[config.mk]
export PLATFORM = sky130hd
export DESIGN_NAME = sevenseg_sequencer
export DESIGN_NICKNAME = d
export VERILOG_FILES = /design/src/rtl/sevenseg_sequencer.sv
export SDC_FILE = /design/constraint.sdc
export NUM_CORES = 1
export LEC_CHECK = 0
export CAP_MARGIN = 20
export CORE_ASPECT_RATIO = 0.5
export CORE_MARGIN = 2
export CORE_UTILIZATION = 58
export CTS_BUF_LIST = sky130_fd_sc_hd__clkbuf_4 sky130_fd_sc_hd__clkbuf_8
export DETAILED_ROUTE_END_ITERATION = 8
export DONT_BUFFER_PORTS = 1
export HOLD_SLACK_MARGIN = 0.02
export PLACE_DENSITY = 0.74
export SYNTH_ARGS = -nofsm -noshare
export SYNTH_HDL_FRONTEND = slang
export SYNTH_SLANG_ARGS = --single-unit
[constraint.sdc]
create_clock -name clk -period 11.2 [get_ports clk]
set_clock_uncertainty 0.05 [all_clocks]
set_input_delay 3.36 -clock clk [delete_from_list [all_inputs] [get_ports clk]]
set_output_delay 3.36 -clock clk [all_outputs]
set_load 0.03 [all_outputs]
[src/rtl/sevenseg_sequencer.sv]
// Single-digit seven-segment sequencer: latches a binary value, converts it to BCD
// with a serial double-dabble engine, then shows each decimal digit MSB first with a blank gap.
module sevenseg_sequencer #(
  parameter int WIDTH        = 8,
  parameter int DIGITS       = 3,
  parameter int DWELL_CYCLES = 1000,
  parameter int BLANK_CYCLES = 250
) (
  input  logic                                            clk,
  input  logic                                            rst_n,
  input  logic                                            trigger,
  input  logic [WIDTH-1:0]                                value,
  input  logic                                            lz_blank,
  output logic [6:0]                                      seg,
  output logic [((DIGITS > 1) ? $clog2(DIGITS) : 1)-1:0]  digit_idx,
  output logic                                            busy,
  output logic                                            done
);

  localparam int IW   = (DIGITS > 1) ? $clog2(DIGITS) : 1;
  localparam int MAXC = (DWELL_CYCLES > BLANK_CYCLES) ? DWELL_CYCLES : BLANK_CYCLES;
  localparam int CW   = $clog2(MAXC + 1);
  localparam int SW   = $clog2(WIDTH + 1);
  localparam int BW   = 4 * DIGITS;

  // True when DIGITS decimal digits can hold the largest WIDTH-bit value.
  function automatic bit digits_ok();
    longint unsigned p10 = 64'd1;
    bit big = 1'b0;
    for (int i = 0; i < DIGITS; i++) begin
      if (p10 > 64'd1844674407370955161) big = 1'b1;
      else p10 = p10 * 64'd10;
    end
    if (WIDTH >= 64) return big;
    return big || (p10 > ((64'd1 << WIDTH) - 64'd1));
  endfunction

  if (!digits_ok()) begin : g_digits_check
    $error("sevenseg_sequencer: DIGITS too small for WIDTH");
  end
  if (DWELL_CYCLES < 1) begin : g_dwell_check
    $error("sevenseg_sequencer: DWELL_CYCLES must be at least 1");
  end

  typedef enum logic [1:0] {IDLE, CONVERT, SHOW, GAP} state_t;

  state_t            state;
  logic [BW-1:0]     bcd;
  logic [WIDTH-1:0]  sh;
  logic [SW-1:0]     shift_cnt;
  logic [CW-1:0]     cnt;
  logic              lz_q;

  logic [BW-1:0]     bcd_adj;
  logic [BW-1:0]     bcd_nxt;
  logic [WIDTH-1:0]  sh_nxt;
  logic [IW-1:0]     first_sel;
  logic [6:0]        seg_first;
  logic [6:0]        seg_next;
  logic              at_last;
  logic              digit_end;

  function automatic logic [6:0] seg7(input logic [3:0] d);
    case (d)
      4'd0:    return 7'h3F;
      4'd1:    return 7'h06;
      4'd2:    return 7'h5B;
      4'd3:    return 7'h4F;
      4'd4:    return 7'h66;
      4'd5:    return 7'h6D;
      4'd6:    return 7'h7D;
      4'd7:    return 7'h07;
      4'd8:    return 7'h7F;
      4'd9:    return 7'h6F;
      default: return 7'h00;
    endcase
  endfunction

  function automatic logic [BW-1:0] add3(input logic [BW-1:0] b);
    logic [BW-1:0] r;
    r = b;
    for (int i = 0; i < DIGITS; i++) begin
      if (r[4*i +: 4] >= 4'd5) r[4*i +: 4] = r[4*i +: 4] + 4'd3;
    end
    return r;
  endfunction

  // Index 0 is the most significant nibble, which sits at the top of the register.
  function automatic logic [3:0] digit_at(input logic [BW-1:0] b, input logic [IW-1:0] i);
    logic [BW-1:0] t;
    t = b >> (4 * (DIGITS - 1 - int'(i)));
    return t[3:0];
  endfunction

  function automatic logic [IW-1:0] first_idx(input logic [BW-1:0] b, input logic lz);
    logic [IW-1:0] r;
    r = IW'(DIGITS - 1);
    if (lz) begin
      for (int i = DIGITS - 1; i >= 0; i--) begin
        if (digit_at(b, IW'(i)) != 4'd0) r = IW'(i);
      end
    end else begin
      r = '0;
    end
    return r;
  endfunction

  always_comb begin
    bcd_adj            = add3(bcd);
    {bcd_nxt, sh_nxt}  = {bcd_adj, sh} << 1;
    first_sel          = first_idx(bcd_nxt, lz_q);
    seg_first          = seg7(digit_at(bcd_nxt, first_sel));
    seg_next           = seg7(digit_at(bcd, digit_idx + 1'b1));
    at_last            = (digit_idx == IW'(DIGITS - 1));
    digit_end          = ((state == SHOW) && (cnt == '0) && (BLANK_CYCLES == 0)) ||
                         ((state == GAP) && (cnt == '0));
  end

  always_ff @(posedge clk or negedge rst_n) begin
    if (!rst_n) begin
      state     <= IDLE;
      bcd       <= '0;
      sh        <= '0;
      shift_cnt <= '0;
      cnt       <= '0;
      lz_q      <= 1'b0;
      seg       <= '0;
      digit_idx <= '0;
      busy      <= 1'b0;
      done      <= 1'b0;
    end else begin
      done <= 1'b0;
      case (state)
        IDLE: begin
          seg <= '0;
          if (trigger) begin
            sh        <= value;
            lz_q      <= lz_blank;
            bcd       <= '0;
            shift_cnt <= SW'(WIDTH);
            busy      <= 1'b1;
            state     <= CONVERT;
          end
        end
        CONVERT: begin
          bcd       <= bcd_nxt;
          sh        <= sh_nxt;
          shift_cnt <= shift_cnt - 1'b1;
          // Final shift: pick the first digit from the fully converted value.
          if (shift_cnt == SW'(1)) begin
            digit_idx <= first_sel;
            seg       <= seg_first;
            cnt       <= CW'(DWELL_CYCLES - 1);
            state     <= SHOW;
          end
        end
        SHOW: begin
          if (cnt != '0) begin
            cnt <= cnt - 1'b1;
          end else if (BLANK_CYCLES > 0) begin
            seg   <= '0;
            cnt   <= CW'(BLANK_CYCLES - 1);
            state <= GAP;
          end
        end
        GAP: begin
          if (cnt != '0) cnt <= cnt - 1'b1;
        end
        default: state <= IDLE;
      endcase

      if (digit_end) begin
        if (!at_last) begin
          digit_idx <= digit_idx + 1'b1;
          seg       <= seg_next;
          cnt       <= CW'(DWELL_CYCLES - 1);
          state     <= SHOW;
        end else begin
          digit_idx <= '0;
          seg       <= '0;
          busy      <= 1'b0;
          done      <= 1'b1;
          state     <= IDLE;
        end
      end
    end
  end

endmodule

==> results.py, run 1 <==
metrics = {
    "synth": {
        "yosysMostFrequentCell": "dfrtp_1",
        "synth.distinct_cells": 65,
        "syn_area_per_cell_sq_um": 8.68,
        "seq_area_frac_synth_pct": 33.3,
        "synth_area_leader_cell": "dfrtp_1",
        "synth_area_leaders": "dfrtp_1, ha_1, mux2i_1",
        "synthCells": 415,
        "yosys_warnings": 0,
        "synth_area_sq_mm": 0.00360,
        "synth_flop_cell": "dfrtp_1",
        "synth_edf_count": 0,
        "yosys-top-cells-count": "dfrtp_1, nand2_1, nor2_1",
        "ys_seq_elements": 48,
        "async_reset_ff_share_pct": 100,
        "synth_top_area_share_pct": 33.3,
        "syn-num-nets": 458,
    },
    "clock_tree": {
        "cts_tree": "done",
        "postCtsHoldBufs": 0,
        "clkTransAtPathRegs_ns": 0.10,
        "cts-resized-gates": 0,
        "cts_max_level": 2,
        "cts_setup_buffers": 0,
        "clock_latency_ns": 0.32,
        "clock_path_buffers": 2,
        "cts.sinks": 48,
        "clockRootBuffer": "clkbuf_8",
        "numCtsBuffers": 5,
    },
    "detailed_routing": {
        "viasPerCell": 6.01,
        "drc": 0,
        "num_vias": 2985,
        "drt_iter0_drc": 192,
        "wl_per_cell_um": 16.4,
        "finalWirelength_mm": 8.13,
        "final_antenna_net_count": 0,
        "drtPass1Iterations": 6,
    },
    "critical_path": {
        "cp_cell_sequence": "inv_1 > ha_1 > nand2b_2 > a2111oi_4 > o2111ai_4 > a31oi_4 > ha_1 > inv_1 > and4_1 > nor3_1 > nand2_1 > o211ai_1 > inv_1 > ha_1 > inv_1 > mux2i_1 > o211ai_1 > a31oi_1",
        "required_ns": 11.35,
        "critPathSlowestCell": "dfrtp_1",
        "critPathMaxFanout": 8,
        "end_kind": "flip-flop",
        "startpoint_type": "flip-flop",
        "worstPathArrival_ns": 4.78,
        "cpMostUsedCell": "inv_1",
        "crit_type": "reg2reg",
        "max_stage_delay_ns": 0.49,
    },
    "floorplanning": {
        "die_x_um": 115,
        "rows": 20,
        "die_area_sq_mm": 0.00690,
        "boundaryPins": 23,
        "die_h_um": 59.7,
        "start_util_pct": 59.8,
        "core_region_area_sq_mm": 0.00603,
    },
    "place": {
        "dpl_worst_slack_ns": 6.50,
        "io_buffers": 0,
        "post-place-cells": 489,
        "hpwl_mm": 6.04,
        "place.gp.congestion": 0.933,
        "dpl_cell_area_sq_mm": 0.00365,
    },
    "timing": {
        "max_slew_margin_pct": 42.9,
        "final_hold_viol_count": 0,
        "slew_violations": 0,
        "final.period_utilization_pct": 41.3,
        "fin_setup_tns_ns": 0,
        "setup_ws_ns": 6.57,
        "period_minus_slack_ns": 4.63,
        "max_freq_mhz": 216,
        "hold_ws_ns": 0.434,
        "grt_setup_unrepaired": "no",
        "worst_pin_slew_ns": 0.855,
        "setup_viol": 0,
    },
    "worst_hold_path": {
        "hp-class": "reg2reg",
    },
    "finish": {
        "final_util_pct": 62.6,
        "n_antenna_cell": 0,
        "seqCellArea_sq_mm": 0.00120,
        "n_fill_cell": 505,
        "multi_input_area_sq_mm": 0.00223,
        "final_area_sq_mm": 0.00378,
        "drive_gt1_share_pct": 9.05,
        "final_cells": 497,
        "area_growth_syn_to_layout_pct": 4.83,
        "fin_nets": 451,
    },
    "pwr": {
        "power_density_mw_per_mm2": 84.3,
        "leakagePower_nw": 1.60,
        "p_switching_uw": 65.8,
        "finalPower_uw": 318,
        "p_comb_share_pct": 0.3,
        "switching_share_pct": 20.7,
        "ir_drop_v": 0.0000530,
        "p_int_uw": 253,
        "p_seq_share_pct": 54.4,
        "power_frac_clock_pct": 45.3,
    },
    "flow_run": {
        "drv.max_cap_violation_count": 0,
    },
    "global_route": {
        "met2_usage_pct": 39.0,
        "busiest_layer": "met2",
        "grt_max_degree": 49,
        "grt_pass1_vias": 2780,
        "grt_pass1_wl_mm": 13.3,
        "antenna_found_initial": 0,
        "gr-usage-met1_pct": 35.4,
        "grt_use_total_pct": 24.9,
        "gr-total-overflow": 0,
        "gr-usage-met3_pct": 5.17,
    },
    "run_status": {
        "status": "complete, no violations",
    },
}
metal layers:
layer / share of wire [%] / wire length (um)
met4: 1.4 / 117
met5: 0 / 0
met3: 3.4 / 273
met1: 51 / 4110
met2: 45 / 3630
flip-flops by register name, indices dropped and copies added, names as in the netlist:
register and cells:
busy 1, lz_q 1, shift_cnt 4, sh 8, cnt 10, bcd 12
digit_idx 2, done 1, state 2, seg 7
worst paths after layout:
kind,from,end,slack [ns],cells past startpoint
max in group asynchronous,rst_n,sh[5]$_DFFE_PN0P_,8.33,0
max reg2reg,bcd[8]$_DFFE_PN0P_,seg[3]$_DFFE_PN0P_,6.57,18
min reg2reg,sh[1]$_DFFE_PN0P_,sh[1]$_DFFE_PN0P_,0.43,2
min in group asynchronous,rst_n,bcd[5]$_DFFE_PN0P_,2.67,0
max,bcd[8]$_DFFE_PN0P_,seg[3]$_DFFE_PN0P_,6.57,18
min,sh[1]$_DFFE_PN0P_,sh[1]$_DFFE_PN0P_,0.43,2
power groups by stage:
stage          Combinational, mW  Clock, mW  Sequential [mW]
2_1_floorplan           0.000669          0            0.177
3_3_place_gp            0.000791          0            0.177
3_5_place_dp            0.000861          0            0.177
4_1_cts                 0.000861      0.145            0.173
5_1_grt                 0.000955      0.151            0.173
6_report                0.000850      0.144            0.173
final cells by class:
type | count | share of cell area (%)
clock buffers | 7 | 2.55
inverters | 30 | 2.98
well taps | 88 | 2.91
clock inverters | 1 | 0.795
flip-flops and latches | 48 | 31.8
multi-input cells | 323 | 59.0
layout by cell type (no fill, tap or decap), drive strengths merged, types with 7 or more instances in the layout:
cell type and n:
mux2i 20, a31oi 7, o21ai 42, nand2 44
clkbuf 7, dfrtp 48, nand3 9, nand2b 9
ha 31, nor2 40, a21oi 25, inv 30
nor3 14
cell families (layout without fill, tap and decap cells):
logic type / count (synthesis) / after routing / synth area share (%)
simple gates: 146 / 146 / 20.2
compound gates: 117 / 117 / 22.8
flops: 48 / 48 / 33.3
buf+inv: 44 / 38 / 4.86
fa+ha+maj: 31 / 31 / 10.8
mux: 24 / 24 / 6.81
xor+xnor: 5 / 5 / 1.22
critical path, delay by kind of cell, from the launching register on:
| family | cells | cell delay (ns) |
|---|---|---|
| buffers and inverters | 4 | 0.51 |
| muxes | 1 | 0.06 |
| and+or+nand+nor | 4 | 0.75 |
| adders and majority gates | 3 | 0.84 |
| DFF | 1 | 0.49 |
| AOI/OAI and AO/OA | 6 | 1.79 |
Note: power is estimated with default switching activity, not from simulation.
==> run 2: changes to the inputs <==
Settings changed: PLACE_DENSITY 0.74 to 0.76.
Clock period 11.2 ns to 3.87 ns, I/O delays scaled along.
==> results.py, run 2 (same netlist as run 1, synthesis figures left out) <==
metrics = {
    "run_status": {
        "status": "complete, no violations",
    },
    "global_route": {
        "grt_pass1_wl_mm": 13.8,
        "busiest_layer": "met2",
        "gr-usage-met3_pct": 5.98,
        "grt_pass1_vias": 2897,
        "grt_use_total_pct": 25.6,
        "met2_usage_pct": 43.1,
        "antenna_found_initial": 0,
        "grt_max_degree": 49,
        "gr-total-overflow": 0,
        "gr-usage-met1_pct": 34.8,
    },
    "finish": {
        "fin_nets": 467,
        "layout_common_cells": "dfrtp_1, nand2_1, nor2_1",
        "regMostFlops": "bcd",
        "n_fill_cell": 495,
        "area_growth_syn_to_layout_pct": 10.4,
        "largest_reg_flops": 12,
        "drive_gt1_share_pct": 16.7,
        "final_util_pct": 66.0,
        "layout_commonest_cell": "dfrtp_1",
        "reg.largest.list": "bcd x12, cnt x10, sh x8",
        "n_antenna_cell": 0,
    },
    "clock_tree": {
        "postCtsHoldBufs": 0,
        "cts_max_level": 2,
        "cts_tree": "done",
        "clock_latency_ns": 0.31,
        "clock_path_buffers": 2,
        "clockRootBuffer": "clkbuf_8",
        "clkTransAtPathRegs_ns": 0.08,
        "numCtsBuffers": 5,
        "cts.sinks": 48,
    },
    "timing": {
        "setup_ws_ns": 0.138,
        "worst_pin_slew_ns": 0.836,
        "slew_violations": 0,
        "fin_setup_tns_ns": 0,
        "period_minus_slack_ns": 3.73,
        "max_freq_mhz": 268,
        "final.period_utilization_pct": 96.4,
        "max_slew_margin_pct": 44.2,
        "hold_ws_ns": 0.448,
        "final_hold_viol_count": 0,
        "setup_viol": 0,
    },
    "critical_path": {
        "required_ns": 3.99,
        "r2r_end": "seg[1]$_DFFE_PN0P_",
        "end_kind": "flip-flop",
        "crit_type": "reg2reg",
        "rrSetupSlack_ns": 0.14,
        "startpoint_type": "flip-flop",
        "worstPathArrival_ns": 3.85,
        "rr_worst_depth": 17,
        "critPathMaxFanout": 7,
        "r2r-start": "bcd[5]$_DFFE_PN0P_",
    },
    "detailed_routing": {
        "finalWirelength_mm": 8.41,
        "final_antenna_net_count": 0,
        "drt_iter0_drc": 211,
        "drc": 0,
        "drtPass1Iterations": 4,
        "viasPerCell": 5.92,
        "wl_per_cell_um": 16.4,
        "num_vias": 3032,
    },
    "floorplanning": {
        "die_area_sq_mm": 0.00690,
        "rows": 20,
        "die_h_um": 59.7,
        "die_x_um": 115,
        "boundaryPins": 23,
        "core_region_area_sq_mm": 0.00603,
        "start_util_pct": 59.8,
    },
    "worst_hold_path": {
        "hp-class": "reg2reg",
        "min_to": "sh[2]$_DFFE_PN0P_",
        "hold_path_startpoint": "sh[2]$_DFFE_PN0P_",
        "min_delay_path_depth": 2,
    },
    "pwr": {
        "ir_drop_v": 0.000122,
        "leakagePower_nw": 1.68,
        "power_density_mw_per_mm2": 208,
        "finalPower_uw": 828,
    },
    "place": {
        "dpl_worst_slack_ns": -0.0742,
        "io_buffers": 0,
        "hpwl_mm": 6.10,
        "place.gp.congestion": 1.01,
    },
    "flow_run": {
        "drv.max_cap_violation_count": 0,
    },
}
-- run 2: worst max-delay path: stages, from the launching register on --
cell       delay (ns)
dfrtp_1          0.41
inv_1            0.10
ha_1             0.22
nand2b_1         0.11
or3b_4           0.43
o2111ai_4        0.19
a31oi_4          0.07
ha_4             0.33
inv_1            0.08
a31o_2           0.23
nor3_4           0.20
nand2_1          0.08
o211ai_1         0.30
buf_4            0.16
buf_4            0.11
o21ai_1          0.13
a31oi_1          0.29
a21oi_1          0.10
-- run 2: how the worst max path moves through the flow --
| stage | to | slack, ns | from |
|---|---|---|---|
| 3_3_place_gp | seg[3]$_DFFE_PN0P_ | 0.18 | bcd[8]$_DFFE_PN0P_ |
| 2_1_floorplan | seg[3]$_DFFE_PN0P_ | 0.02 | bcd[8]$_DFFE_PN0P_ |
| 4_1_cts | seg[3]$_DFFE_PN0P_ | 0.009 | bcd[0]$_DFFE_PN0P_ |
| 5_1_grt | seg[3]$_DFFE_PN0P_ | -0.03 | bcd[5]$_DFFE_PN0P_ |
| 6_report | seg[1]$_DFFE_PN0P_ | 0.14 | bcd[5]$_DFFE_PN0P_ |
| 3_5_place_dp | seg[3]$_DFFE_PN0P_ | -0.07 | bcd[8]$_DFFE_PN0P_ |
-- run 2: per-stage QoR --
stage | cells | cell area [sq um]
4_1_cts | 509 | 3870
3_3_place_gp | 501 | 3750
5_1_grt | 512 | 3980
6_report | 512 | 3980
3_5_place_dp | 501 | 3750
2_1_floorplan | 415 | 3610
-- run 2: final cells by class --
class                           instances  area, sq um  share of cell area [%]
Multi-Input combinational cell        323         2340                    58.8
Sequential cell                        48         1200                    30.2
Timing Repair Buffer                   16          120                    3.02
Inverter                               30          113                    2.83
Tap cell                               88          110                    2.77
Clock buffer                            7         96.3                    2.42
-- run 2: where the power goes --
part,internal [mW],switching (mW)
clock,0.159,0.165
sequential,0.501,0
combinational,0.00141,0.000848
-- run 2: repair_timing --
| item | CTS | global route |
|---|---|---|
| setup buffers | 1 | 3 |
| setup endpoints to repair | 4 | 7 |
| pin swaps | 1 | 8 |
| resized for setup | 3 | 20 |
| hold endpoints to repair | 0 | 0 |
-- run 2: metal layers --
| metal | up-vias | wire [um] |
|---|---|---|
| met3 | 4 | 324 |
| met4 | 0 | 21 |
| li1 | 1492 | - |
| met5 | - | 0 |
| met2 | 63 | 4100 |
| met1 | 1473 | 3970 |
==> run 3: changes to the inputs <==
Settings changed: SKIP_LAST_GASP set to 1.
==> results.py, run 3 (same netlist as run 1, synthesis figures left out) <==
metrics = {
    "clock_tree": {
        "clockRootBuffer": "clkbuf_8",
        "cts_tree": "done",
        "clock_path_buffers": 2,
        "cts.sinks": 48,
        "cts_max_level": 2,
        "clkTransAtPathRegs_ns": 0.08,
        "numCtsBuffers": 5,
        "postCtsHoldBufs": 0,
        "clock_latency_ns": 0.31,
    },
    "pwr": {
        "power_density_mw_per_mm2": 208,
        "p_seq_share_pct": 60.5,
        "ir_drop_v": 0.000122,
        "p_int_uw": 662,
        "p_comb_share_pct": 0.3,
        "p_switching_uw": 166,
        "finalPower_uw": 828,
        "power_frac_clock_pct": 39.2,
        "leakagePower_nw": 1.68,
        "switching_share_pct": 20.1,
    },
    "finish": {
        "reg.largest.list": "bcd x12, cnt x10, sh x8",
        "n_fill_cell": 496,
        "layout_commonest_cell": "dfrtp_1",
        "final_util_pct": 65.9,
        "layout_common_cells": "dfrtp_1, nand2_1, nor2_1",
        "largest_reg_flops": 12,
        "fin_nets": 467,
        "area_growth_syn_to_layout_pct": 10.3,
        "multi_input_area_sq_mm": 0.00234,
        "n_antenna_cell": 0,
        "final_area_sq_mm": 0.00398,
        "seqCellArea_sq_mm": 0.00120,
        "final_cells": 512,
        "drive_gt1_share_pct": 16.5,
        "regMostFlops": "bcd",
    },
    "floorplanning": {
        "boundaryPins": 23,
        "die_h_um": 59.7,
        "die_x_um": 115,
        "core_region_area_sq_mm": 0.00603,
        "die_area_sq_mm": 0.00690,
        "start_util_pct": 59.8,
        "rows": 20,
    },
    "timing": {
        "final_hold_viol_count": 0,
        "setup_ws_ns": 0.132,
        "fin_setup_tns_ns": 0,
        "hold_ws_ns": 0.448,
        "final.period_utilization_pct": 96.6,
        "grt_setup_unrepaired": "yes",
        "period_minus_slack_ns": 3.74,
        "max_slew_margin_pct": 43.3,
        "worst_pin_slew_ns": 0.848,
        "max_freq_mhz": 268,
        "setup_viol": 0,
        "slew_violations": 0,
    },
    "critical_path": {
        "crit_type": "reg2reg",
        "max_stage_delay_ns": 0.53,
        "end_kind": "flip-flop",
        "rrSetupSlack_ns": 0.13,
        "worstPathArrival_ns": 3.85,
        "cp_cell_sequence": "o21ai_0 > nor3_2 > o2111ai_4 > a31oi_4 > ha_4 > inv_1 > a31o_2 > nor3_4 > nand2_1 > o211ai_1 > buf_4 > buf_4 > o21ai_1 > a31oi_1 > a21oi_1",
        "r2r-start": "bcd[10]$_DFFE_PN0P_",
        "startpoint_type": "flip-flop",
        "required_ns": 3.99,
        "critPathSlowestCell": "dfrtp_1",
        "critPathMaxFanout": 11,
        "cpMostUsedCell": "buf_4",
        "rr_worst_depth": 15,
        "r2r_end": "seg[1]$_DFFE_PN0P_",
    },
    "global_route": {
        "grt_pass1_vias": 2897,
        "gr-usage-met1_pct": 34.8,
        "antenna_found_initial": 0,
        "grt_max_degree": 49,
        "grt_pass1_wl_mm": 13.8,
        "busiest_layer": "met2",
        "grt_use_total_pct": 25.6,
        "gr-usage-met3_pct": 5.98,
        "gr-total-overflow": 0,
        "met2_usage_pct": 43.1,
    },
    "detailed_routing": {
        "wl_per_cell_um": 16.5,
        "drtPass1Iterations": 5,
        "final_antenna_net_count": 0,
        "finalWirelength_mm": 8.44,
        "viasPerCell": 5.93,
        "drt_iter0_drc": 210,
        "drc": 0,
        "num_vias": 3035,
    },
    "worst_hold_path": {
        "min_to": "sh[2]$_DFFE_PN0P_",
        "hp-class": "reg2reg",
        "hold_path_startpoint": "sh[2]$_DFFE_PN0P_",
        "min_delay_path_depth": 2,
    },
    "place": {
        "post-place-cells": 501,
        "hpwl_mm": 6.10,
        "io_buffers": 0,
        "dpl_worst_slack_ns": -0.0742,
        "dpl_cell_area_sq_mm": 0.00375,
        "place.gp.congestion": 1.01,
    },
    "run_status": {
        "status": "complete, no violations",
    },
    "flow_run": {
        "drv.max_cap_violation_count": 0,
    },
}
run 3: layout make-up:
cell class	count	share of cell area [%]
clock buffers	7	2.42
flip-flops and latches	48	30.2
repair buffers	16	3.02
multi-input cells	323	58.7
inverters	30	2.83
well taps	88	2.77
run 3: repair_timing:
action / CTS / global route
endpoints found under the setup margin: 4 / 7
gates cloned: 0 / 0
resized for setup: 3 / 19
hold endpoints to repair: 0 / 0
pin swaps: 1 / 8
setup buffers: 1 / 3
run 3: how the worst max path moves through the flow:
stage                                   start            endpoint  slack [ns]
final                     bcd[10]$_DFFE_PN0P_  seg[1]$_DFFE_PN0P_        0.13
after floorplan            bcd[8]$_DFFE_PN0P_  seg[3]$_DFFE_PN0P_        0.02
after global routing       bcd[5]$_DFFE_PN0P_  seg[3]$_DFFE_PN0P_       -0.03
after detailed placement   bcd[8]$_DFFE_PN0P_  seg[3]$_DFFE_PN0P_       -0.07
after CTS                  bcd[0]$_DFFE_PN0P_  seg[3]$_DFFE_PN0P_       0.009
after global placement     bcd[8]$_DFFE_PN0P_  seg[3]$_DFFE_PN0P_        0.18
run 3: power groups by stage:
stage	clock, mW	sequential, mW	combinational [mW]
2_1_floorplan	0	0.511	0.00193
3_3_place_gp	0	0.511	0.00220
3_5_place_dp	0	0.511	0.00230
4_1_cts	0.333	0.501	0.00229
5_1_grt	0.354	0.501	0.00263
6_report	0.325	0.501	0.00226
run 3: routing by layer:
metal | up-vias | part of all wire [%]
li1 | 1492 | -
met4 | 0 | 0.25
met1 | 1474 | 47
met2 | 65 | 49
met5 | - | 0
met3 | 4 | 4.0
run 3: critical path, delay by kind of cell (launching register included):
| kind | cells | cell delay (ns) |
|---|---|---|
| and+or+nand+nor | 3 | 0.39 |
| DFF | 1 | 0.53 |
| AOI/OAI and AO/OA | 8 | 1.94 |
| buffers and inverters | 3 | 0.35 |
| adders and majority gates | 1 | 0.33 |
